`src/rtl/control_sequencer.sv`:
```
// rtl/control_sequencer.sv - microcode step counter, flag latch and control-word decode for the 8-bit CPU
module control_sequencer #(
  // The microcode uses steps 0..4, so this must stay at 3 or more.
  parameter int STEP_W = 3
) (
  input  logic              clk,
  input  logic              clr,
  input  logic [3:0]        instruction,
  input  logic              carry_in,
  input  logic              zero_in,
  output logic [15:0]       ctrl,
  output logic [STEP_W-1:0] step,
  output logic [1:0]        flags,
  output logic              halted
);

  localparam logic [STEP_W-1:0] T0 = STEP_W'(0);
  localparam logic [STEP_W-1:0] T1 = STEP_W'(1);
  localparam logic [STEP_W-1:0] T2 = STEP_W'(2);
  localparam logic [STEP_W-1:0] T3 = STEP_W'(3);
  localparam logic [STEP_W-1:0] T4 = STEP_W'(4);

  localparam logic [3:0] OP_LDA = 4'b0001;
  localparam logic [3:0] OP_ADD = 4'b0010;
  localparam logic [3:0] OP_SUB = 4'b0011;
  localparam logic [3:0] OP_STA = 4'b0100;
  localparam logic [3:0] OP_LDI = 4'b0101;
  localparam logic [3:0] OP_JMP = 4'b0110;
  localparam logic [3:0] OP_JC  = 4'b0111;
  localparam logic [3:0] OP_JZ  = 4'b1000;
  localparam logic [3:0] OP_OUT = 4'b1110;
  localparam logic [3:0] OP_HLT = 4'b1111;

  // Control words, bit order: hlt mi ri ro io ii ai ao eo su bi oi ce co j fi
  localparam logic [15:0] CW_FETCH0  = 16'h4004; // co|mi
  localparam logic [15:0] CW_FETCH1  = 16'h1408; // ro|ii|ce
  localparam logic [15:0] CW_ADDR    = 16'h4800; // io|mi
  localparam logic [15:0] CW_LOAD_A  = 16'h1200; // ro|ai
  localparam logic [15:0] CW_LOAD_B  = 16'h1020; // ro|bi
  localparam logic [15:0] CW_SUM     = 16'h0281; // eo|ai|fi
  localparam logic [15:0] CW_DIFF    = 16'h02C1; // eo|ai|su|fi
  localparam logic [15:0] CW_STORE   = 16'h2100; // ao|ri
  localparam logic [15:0] CW_IMM     = 16'h0A00; // io|ai
  localparam logic [15:0] CW_JUMP    = 16'h0802; // io|j
  localparam logic [15:0] CW_OUT     = 16'h0110; // ao|oi
  localparam logic [15:0] CW_HALT    = 16'h8000; // hlt

  logic [STEP_W-1:0] r_step;
  logic [1:0]        r_flags;
  logic [15:0]       w_ctrl;
  logic              w_last;
  logic              w_hold;

  // Decode (step, opcode, flags) into the control word and mark each opcode's final step
  always_comb begin
    w_ctrl = '0;
    w_last = 1'b0;
    case (r_step)
      T0: w_ctrl = CW_FETCH0;
      T1: w_ctrl = CW_FETCH1;
      T2: begin
        w_last = 1'b1;
        case (instruction)
          OP_LDA, OP_ADD, OP_SUB, OP_STA: begin
            w_ctrl = CW_ADDR;
            w_last = 1'b0;
          end
          OP_LDI: w_ctrl = CW_IMM;
          OP_JMP: w_ctrl = CW_JUMP;
          OP_JC:  w_ctrl = r_flags[1] ? CW_JUMP : 16'h0000;
          OP_JZ:  w_ctrl = r_flags[0] ? CW_JUMP : 16'h0000;
          OP_OUT: w_ctrl = CW_OUT;
          OP_HLT: w_ctrl = CW_HALT;
          default: w_ctrl = 16'h0000;
        endcase
      end
      T3: begin
        w_last = 1'b1;
        case (instruction)
          OP_LDA: w_ctrl = CW_LOAD_A;
          OP_ADD, OP_SUB: begin
            w_ctrl = CW_LOAD_B;
            w_last = 1'b0;
          end
          OP_STA: w_ctrl = CW_STORE;
          default: w_ctrl = 16'h0000;
        endcase
      end
      T4: begin
        w_last = 1'b1;
        case (instruction)
          OP_ADD:  w_ctrl = CW_SUM;
          OP_SUB:  w_ctrl = CW_DIFF;
          default: w_ctrl = 16'h0000;
        endcase
      end
      // Unreachable steps fall back to fetch on the next edge.
      default: w_last = 1'b1;
    endcase
  end

  // HLT parks the counter at T2; only clr releases it.
  assign w_hold = (r_step == T2) && (instruction == OP_HLT);

  // Advance the T-state counter, wrapping to fetch after each opcode's last step
  always_ff @(posedge clk or posedge clr) begin
    if (clr) begin
      r_step <= T0;
    end else if (w_hold) begin
      r_step <= r_step;
    end else if (w_last) begin
      r_step <= T0;
    end else begin
      r_step <= r_step + T1;
    end
  end

  // Capture ALU carry/zero only on steps that assert fi
  always_ff @(posedge clk or posedge clr) begin
    if (clr) begin
      r_flags <= 2'b00;
    end else if (w_ctrl[0]) begin
      r_flags <= {carry_in, zero_in};
    end
  end

  assign ctrl   = w_ctrl;
  assign step   = r_step;
  assign flags  = r_flags;
  assign halted = w_ctrl[15];

endmodule

```
`config.mk`:
```
export PLATFORM = sky130hd
export DESIGN_NAME = control_sequencer
export DESIGN_NICKNAME = d
export VERILOG_FILES = /design/src/rtl/control_sequencer.sv
export SDC_FILE = /design/constraint.sdc
export NUM_CORES = 1
export LEC_CHECK = 0
export BUFFER_PORTS_ARGS = -buffer_cell sky130_fd_sc_hd__buf_2
export CORE_AREA = 2 2 39 41
export CTS_BUF_LIST = sky130_fd_sc_hd__clkbuf_4
export DETAILED_ROUTE_END_ITERATION = 6
export DIE_AREA = 0 0 41 43
export MAX_ROUTING_LAYER = met4
export PLACE_DENSITY = 0.84
export SETUP_SLACK_MARGIN = 0.2
export SKIP_CTS_REPAIR_TIMING = 1
export SLEW_MARGIN = 40
export SYNTH_ARGS = -nofsm -noshare
export SYNTH_HDL_FRONTEND = slang
export SYNTH_SLANG_ARGS = --single-unit
```
`constraint.sdc`:
```
create_clock -name clk -period 2.1 [get_ports clk]
set_clock_uncertainty 0.15 [all_clocks]
set_input_delay 0.21 -clock clk [delete_from_list [all_inputs] [get_ports clk]]
set_output_delay 0.21 -clock clk [all_outputs]
set_load 0.1 [all_outputs]
```
==> results of run 1 <==
flip-flops by register name, summed over array words and instances (netlist names):
name and count:
flags 2, step 3
per-layer routing:
| metal | GRT usage | wire length (µm) | up-vias |
|---|---|---|---|
| li1 | - | - | 343 |
| met1 | 0.2442 | 760 | 347 |
| met2 | 0.3281 | 1186 | 40 |
| met3 | 0.03665 | 125 | 10 |
| met4 | 0.1000 | 98 | 0 |
| met5 | - | 0 | - |
kinds of logic after synthesis:
family,after synthesis
compound gates,15
fa+ha+maj,5
buf+inv,15
flops,5
simple gates,38
how the worst max path moves through the flow:
stage	from	endpoint	slack, ps
final	step[0]$_DFFE_PP0N_	ctrl[12]	-220
after global routing	step[0]$_DFFE_PP0N_	ctrl[12]	-290
after CTS	step[0]$_DFFE_PP0N_	ctrl[8]	-440
after detailed placement	step[0]$_DFFE_PP0N_	ctrl[8]	-180
after global placement	step[0]$_DFFE_PP0N_	ctrl[8]	-130
after floorplan	step[0]$_DFFE_PP0N_	ctrl[8]	-800
critical path, cell delays in order, from the launching register on:
cell,delay (ps)
dfrtp_4,510
ha_2,220
or3_4,340
a21oi_4,180
nor2_4,60
a21o_1,230
buf_12,180
final cells by class:
cell class	instances	area, µm²
Multi-Input combinational cell	58	539.3
Timing Repair Buffer	42	494.2
Sequential cell	5	136.4
Fill cell	56	115.1
Inverter	9	48.80
Clock buffer	4	30.03
Tap cell	16	20.02
per-stage QoR:
stage	std cells	instance area (µm²)	setup WS [ps]	setup TNS (ps)
final	134	1269	-224.6	-1230
after global routing	134	1269	-287.5	-2055
after CTS	130	1079	-443.9	-2713
after detailed placement	126	1049	-182.1	-431.1
after global placement	126	1049	-130.7	-231.3
after floorplan	78	705.7	-800.4	-7939
layout by cell type (no fill, tap or decap), types with 3 or more instances in the layout:
master / count
nand2_1: 11
dfrtp_4: 3
buf_4: 11
o21ai_1: 3
buf_12: 15
inv_1: 5
nor2_1: 6
nor2_4: 3
a21oi_4: 3
nor3_1: 4
ha_4: 3
clkbuf_4: 4
buf_2: 12
==> impl_metrics.csv, run 1 <==
group,metric,value,unit
drt,drt_pass1_iterations,4,
synth,yosysSeqAreaShare,0.2193,
setup_path,critPathLaunchType,"register",
hold_path,hold_end,"flags[0]$_DFFE_PP0P_",
clocking,tritoncts,"yes",
floorplanning,fp.coreArea,0.001384,mm²
hold_path,hold_depth,3,
synth,synth_area_leader_cell,"dfrtp_1",
outcome,violations,"setup timing",
floorplanning,dieArea,0.001763,mm²
floorplanning,initial_core_util,0.4123,
clocking,numCtsBuffers,3,
hold_path,hp-class,"input port to register",
synth,synth-xor-area-share,0,
timing,period_needed,2325,ps
clocking,insertion_delay,240,ps
synth,synth.distinct_cells,30,
setup_path,crit_arrival,1960,ps
grt,antenna_found_initial,0,
synth,ys.flop_type,"dfrtp_1",
drt,drt-total-wl,2.171,mm
clocking,clockRootBuffer,"clkbuf_4",
timing,max_freq,0.4302,GHz
timing,final.period_utilization,1.107,
synth,synth_area_leaders,"dfrtp_1, ha_1, nand2_1",
synth,synth_compound_area_frac,0.1732,
setup_path,crit_required,1740,ps
timing,tightest_slew,494.6,ps
synth,synth_fp_nets,91,
placement,dpl.hpwl,1.325,mm
setup_path,crit_fanout,4,
grt,overflow,0,
timing,rsz0062_at_grt,"yes",
synth,synthArstFlopShare,1.000,
cells_and_area,final_nets,132,
cells_and_area,n_antenna_cell,0,
synth,synth-simple-area-share,0.3618,
grt,grt_max_degree,10,
clocking,cts_sinks,5,
synth,synth_top_family_by_area,"simple AND/OR/NAND/NOR gates",
setup_path,reg2reg_depth,10,
setup_path,r2r_end,"step[1]$_DFFE_PP0N_",
timing,slew_headroom,0.6725,
synth,syn-mean-instance-area,7.315,µm²
floorplanning,io_pins,30,
synth,synth-seq-cells,5,
synth,yosysMostFrequentCell,"nand2_1",
synth,synth_top_area_share,0.2193,
cells_and_area,area_growth,122.4,%
drt,wl_per_cell,16.20,µm
drt,via_count,740,
drt,route.detailed.drc,0,
clocking,clk_pin_slew,40,ps
run,drv_cap,0,
synth,synth_area,570.5,µm²
cells_and_area,drive_gt1_frac,0.6356,
synth,synth_edf_count,0,
drt,drt_iter0_drc,27,
grt,grt_use_total,0.2085,
setup_path,end_kind,"primary output",
drt,vias_per_cell,5.522,
synth,synth_mux_area_frac,0,
synth,synth_cells,78,
clocking,clock_path_buffers,2,
placement,port_buffers,29,
grt,grt_pass1_vias,609,
placement,place_congestion,0.8134,
setup_path,r2r-start,"step[0]$_DFFE_PP0N_",
timing,fin_ws,-224.6,ps
hold_path,hp-start,"zero_in",
timing,report.final.slew_viol_count,0,
setup_path,rrSetupSlack,270,ps
timing,final-hold-violation-count,0,
cells_and_area,final_util,0.9168,
floorplanning,die_y,43,µm
outcome,status,"complete, but fails checks",
timing,setup_viol,12,
setup_path,setup.worst_path.class,"register to primary output",
floorplanning,rows,14,
synth,synth_warnings,0,
floorplanning,die_x,41,µm
timing,whs,23.90,ps
synth,synth_common_cells,"nand2_1, nor2_1, inv_1",
synth,synth_fa_ha_area_frac,0.1096,
clocking,htree_levels,1,
grt,grt_first_pass_wirelength,2.449,mm
drt,ant_nets,0,
Power of run 1 is left out: the tool's default activity adds up to more than one toggle a clock period on the data nets, which glitch-free logic cannot reach.
==> run 2: changes to the inputs <==
==> constraint.sdc (replaced) <==
create_clock -name clk -period 2.1 [get_ports clk]
set_clock_uncertainty 0.15 [all_clocks]
set_input_delay 0.105 -clock clk [delete_from_list [all_inputs] [get_ports clk]]
set_output_delay 0.105 -clock clk [all_outputs]
set_load 0.1 [all_outputs]
==> run 2 against run 1 <==
Against the previous run: the flow still finishes with violations (setup timing); critical path depth grew 2; core utilization shrank 3.8 points; final cell count grew 1.5%; global-route usage grew 0.31 points; final area shrank 4.1%; sequential share of layout area grew 0.46 points; fmax grew 4.9%; non-clock buffer count grew 2; die area is the same; register-to-register slack is essentially flat; first-iteration DRC count shrank 74%; clock-buffer cell count is the same; largest cell class unchanged.
==> impl_metrics.csv, run 2 (same netlist as run 1, synthesis figures left out) <==
group,metric,value,unit
timing,fin_ws,-116.2,ps
clocking,clock_path_buffers,2,
setup_path,r2r-start,"step[0]$_DFFE_PP0N_",
timing,tightest_slew,483.9,ps
cells_and_area,final_nets,134,
clocking,cts_sinks,5,
drt,wl_met2,1.177,mm
run,drv_cap,0,
grt,overflow,0,
timing,final.period_utilization,1.055,
grt,grt_first_pass_wirelength,2.553,mm
outcome,status,"complete, but fails checks",
drt,drt-total-wl,2.058,mm
setup_path,setup.worst_path.class,"register to primary output",
drt,ant_nets,0,
clocking,htree_levels,1,
drt,drt_iter0_drc,7,
drt,wl_per_cell,15.13,µm
hold_path,hp-class,"input port to async pin",
grt,grt_pass1_vias,597,
outcome,violations,"setup timing",
timing,period_needed,2216,ps
floorplanning,dieArea,0.001763,mm²
clocking,clockRootBuffer,"clkbuf_4",
setup_path,crit_fanout,6,
grt,grt_max_degree,10,
cells_and_area,drive_gt1_frac,0.6167,
drt,via_count,704,
cells_and_area,final_cell_mix,"buf_4, buf_2, nand2_1, buf_12, nor2_1",
cells_and_area,n_antenna_cell,0,
grt,antenna_found_initial,0,
cells_and_area,final_common_cell,"buf_4",
drt,drt_pass1_iterations,4,
floorplanning,io_pins,30,
placement,dpl.hpwl,1.326,mm
setup_path,end_kind,"primary output",
cells_and_area,multi_input_area,523.0,µm²
timing,rsz0062_at_grt,"yes",
placement,port_buffers,29,
timing,final-hold-violation-count,0,
timing,setup_viol,8,
timing,finalSetupTns,-505.6,ps
setup_path,crit_required,1850,ps
clocking,clk_pin_slew,40,ps
grt,grt_use_total,0.2116,
drt,met1Wirelength,779,µm
setup_path,critPathLaunchType,"register",
clocking,numCtsBuffers,3,
placement,dp.cells,122,
cells_and_area,seq_area,136.4,µm²
drt,vias_per_cell,5.176,
clocking,tritoncts,"yes",
timing,whs,149.0,ps
floorplanning,initial_core_util,0.4123,
drt,route.detailed.drc,0,
timing,max_freq,0.4512,GHz
floorplanning,fp.coreArea,0.001384,mm²
timing,slew_headroom,0.6796,
placement,place_congestion,0.8174,
cells_and_area,stdcell_count,136,
setup_path,startpoint,"step[0]$_DFFE_PP0N_",
floorplanning,rows,14,
drt,routed.top_layer,"met4",
floorplanning,die_x,41,µm
cells_and_area,area_growth,113.2,%
cells_and_area,largest_reg_flops,3,
clocking,insertion_delay,250,ps
timing,report.final.slew_viol_count,0,
cells_and_area,fill_cells,76,
drt,routed-wl-met3,67,µm
floorplanning,die_y,43,µm
setup_path,crit_arrival,1960,ps
-- run 2: layout make-up --
type	instances	area share
clock buffers	4	0.02469
inverters	9	0.04012
multi-input cells	58	0.4300
flip-flops and latches	5	0.1121
well taps	16	0.01646
repair buffers	44	0.3765
-- run 2: metal layers --
layer  up-vias  global-route usage
li1        345                   -
met1       330              0.2442
met2        24              0.3594
met3         5            0.005236
met4         0             0.09333
met5         -                   -
-- run 2: final timing paths --
path	to	slack, ps	depth (start not counted)
max in group asynchronous	step[2]$_DFFE_PP0N_	1460	3
max	ctrl[9]	-120	8
min	step[1]$_DFFE_PP0N_	150	3
min reg2reg	flags[1]$_DFFE_PP0P_	410	2
min in group clk	step[2]$_DFFE_PP0N_	310	5
max reg2reg	step[0]$_DFFE_PP0N_	270	9
-- run 2: metrics by stage --
step	cell area (µm²)	util	worst slack, ps
floorplan	705.7	-	-695.4
global placement	958.4	0.6926	-24.95
detailed placement	958.4	0.6926	-102.5
CTS	988.4	0.7143	-370.5
global route	1216	0.8788	-204.6
finish	1216	0.8788	-116.2
-- run 2: critical path: stages (launching register included) --
cell and delay, ps:
dfrtp_4 510, inv_4 90, ha_4 130, buf_4 130, nand2b_4 100, o21ai_0 220, nand3_1 170, a21oi_4 170
buf_12 180
Power of run 2 is left out for the same reason.
==> run 3: changes to the inputs <==
Settings changed: ABC_AREA set to 1, CORE_AREA 2 2 39 41 to unset, CORE_MARGIN set to 1, CORE_UTILIZATION set to 46, DIE_AREA 0 0 41 43 to unset, PLACE_DENSITY 0.84 to 0.87, REMOVE_ABC_BUFFERS set to 1.
==> run 3 against run 2 <==
Against the previous run: the flow now finishes without violations; first-iteration DRC count grew to 5.3 times the previous value; core utilization grew 1.6 points; highest routed layer unchanged; sequential cell count is the same; largest cell class unchanged; register-to-register slack gained 220 ps; critical endpoint is now ctrl[13]; worst hold slack gained 7.5 ps.
==> impl_metrics.csv, run 3 <==
group,metric,value,unit
synth,synth-seq-cells,5,
run,drv_cap,0,
cells_and_area,multi_input_area,434.2,µm²
setup_path,reg2reg_depth,8,
cells_and_area,seq_area,128.9,µm²
clocking,tritoncts,"yes",
hold_path,hp-class,"input port to async pin",
drt,route.detailed.drc,0,
cells_and_area,n_antenna_cell,0,
synth,synthArstFlopShare,1.000,
setup_path,r2r-start,"step[0]$_DFFE_PP0N_",
drt,via_count,791,
setup_path,crit_required,1850,ps
synth,synth_common_cells,"nand2_1, inv_1, nor2_1",
placement,place_congestion,0.9139,
setup_path,end_kind,"primary output",
synth,synth_top_area_share,0.2092,
synth,syn-mean-instance-area,6.296,µm²
floorplanning,fp.coreArea,0.001156,mm²
grt,grt_max_degree,8,
drt,drt-total-wl,2.155,mm
timing,final-hold-violation-count,0,
clocking,clockRootBuffer,"clkbuf_4",
clocking,cts_sinks,5,
cells_and_area,largest_reg_flops,3,
timing,report.final.slew_viol_count,0,
synth,synth.distinct_cells,21,
grt,grt_pass1_vias,605,
synth,synth_area,598.1,µm²
floorplanning,die_y,38.06,µm
floorplanning,initial_core_util,0.5173,
drt,vias_per_cell,5.455,
drt,met1Wirelength,828,µm
setup_path,critPathLaunchType,"register",
timing,whs,156.5,ps
floorplanning,rows,12,
synth,synth_area_leaders,"dfrtp_1, nand2_1, inv_1",
grt,grt_use_total,0.2286,
timing,tightest_slew,486.7,ps
timing,slew_headroom,0.6778,
drt,routed-wl-met3,163,µm
drt,drt_pass1_iterations,4,
cells_and_area,drive_gt1_frac,0.4656,
cells_and_area,fill_cells,44,
timing,final.period_utilization,0.9490,
synth,synth_edf_count,0,
floorplanning,dieArea,0.001448,mm²
timing,rsz0062_at_grt,"yes",
cells_and_area,area_growth,73.01,%
synth,synth_warnings,0,
placement,dpl.hpwl,1.220,mm
setup_path,crit_fanout,5,
timing,max_freq,0.5018,GHz
clocking,numCtsBuffers,3,
cells_and_area,final_nets,145,
synth,yosysSeqAreaShare,0.2092,
outcome,status,"complete, no violations",
timing,setup_viol,0,
grt,overflow,0,
floorplanning,die_x,38.06,µm
synth,synth_area_leader_cell,"dfrtp_1",
setup_path,r2r_end,"step[2]$_DFFE_PP0N_",
setup_path,setup.worst_path.class,"register to primary output",
synth,ys.flop_type,"dfrtp_1",
drt,wl_met2,1.126,mm
clocking,clk_pin_slew,50,ps
drt,ant_nets,0,
drt,wl_per_cell,14.86,µm
grt,antenna_found_initial,0,
cells_and_area,final_cell_mix,"nand2_1, buf_2, inv_1",
clocking,clock_path_buffers,2,
clocking,insertion_delay,240,ps
grt,grt_first_pass_wirelength,2.408,mm
timing,period_needed,1993,ps
clocking,htree_levels,1,
synth,synth_cells,95,
setup_path,rrSetupSlack,490,ps
setup_path,crit_arrival,1740,ps
synth,yosysMostFrequentCell,"nand2_1",
cells_and_area,final_common_cell,"nand2_1",
placement,port_buffers,29,
drt,routed.top_layer,"met4",
floorplanning,io_pins,30,
drt,drt_iter0_drc,37,
run 3: cell types whose count changed in the layout (fill, tap and decap cells not counted), sizes merged, moves of 2 or more:
cell / previous run / this run
or3: 3 / 0
nor2b: 2 / 0
buf: 41 / 31
nand2b: 3 / 0
inv: 9 / 19
a21oi: 4 / 2
nand4: 0 / 4
o21ai: 4 / 6
nand2: 11 / 26
nand3: 1 / 4
nor2: 9 / 15
nor4: 2 / 0
run 3: worst max-delay path by stage:
stage                                endpoint  slack (ps)                start  depth (start not counted)
after global routing                  ctrl[9]          40  step[0]$_DFFE_PP0N_                          7
after CTS                             ctrl[9]         -20  step[0]$_DFFE_PP0N_                          5
after global placement                ctrl[9]         300  step[0]$_DFFE_PP0N_                          5
after detailed placement              ctrl[9]         240  step[0]$_DFFE_PP0N_                          5
after floorplan           step[0]$_DFFE_PP0N_       -2070  step[1]$_DFFE_PP0N_                          5
final                                ctrl[13]         110  step[1]$_DFFE_PP0N_                          7
run 3: critical path, cell delays in order (launching register included):
cell and delay, ps:
dfrtp_2 440, buf_6 130, ha_4 160, nand2_4 100
nand2_4 60, nor3_4 300, nor2_1 100, buf_6 190
run 3: final cells by class:
type / count / share of cell area
multi-input cells: 68 / 0.4196
repair buffers: 35 / 0.3386
flip-flops and latches: 5 / 0.1245
inverters: 19 / 0.07376
clock buffers: 3 / 0.02177
well taps: 14 / 0.01693
clock inverters: 1 / 0.004837
run 3: through the flow:
stage	cell area, µm²	setup WS [ps]	setup TNS, ps	instances	util
after CTS	900.9	-16.35	-16.35	139	0.7792
after detailed placement	873.3	235.2	0	135	0.7554
after global placement	873.3	302.4	0	135	0.7554
final	1035	107.1	0	145	0.8950
after global routing	1035	38.46	0	145	0.8950
after floorplan	575.6	-2069	-23040	92	-
run 3: metal layers:
metal | GRT usage | vias up
met4 | 0.02679 | 0
met5 | - | -
met2 | 0.3941 | 54
met3 | 0 | 4
met1 | 0.3116 | 365
li1 | - | 368
run 3: cell families after synthesis:
logic type      after synthesis  synth area share
flops                         5            0.2092
simple gates                 53            0.4393
fa+ha+maj                     5            0.1046
compound gates               10           0.08996
buf+inv                      22            0.1569
Power of run 3 is left out for the same reason.
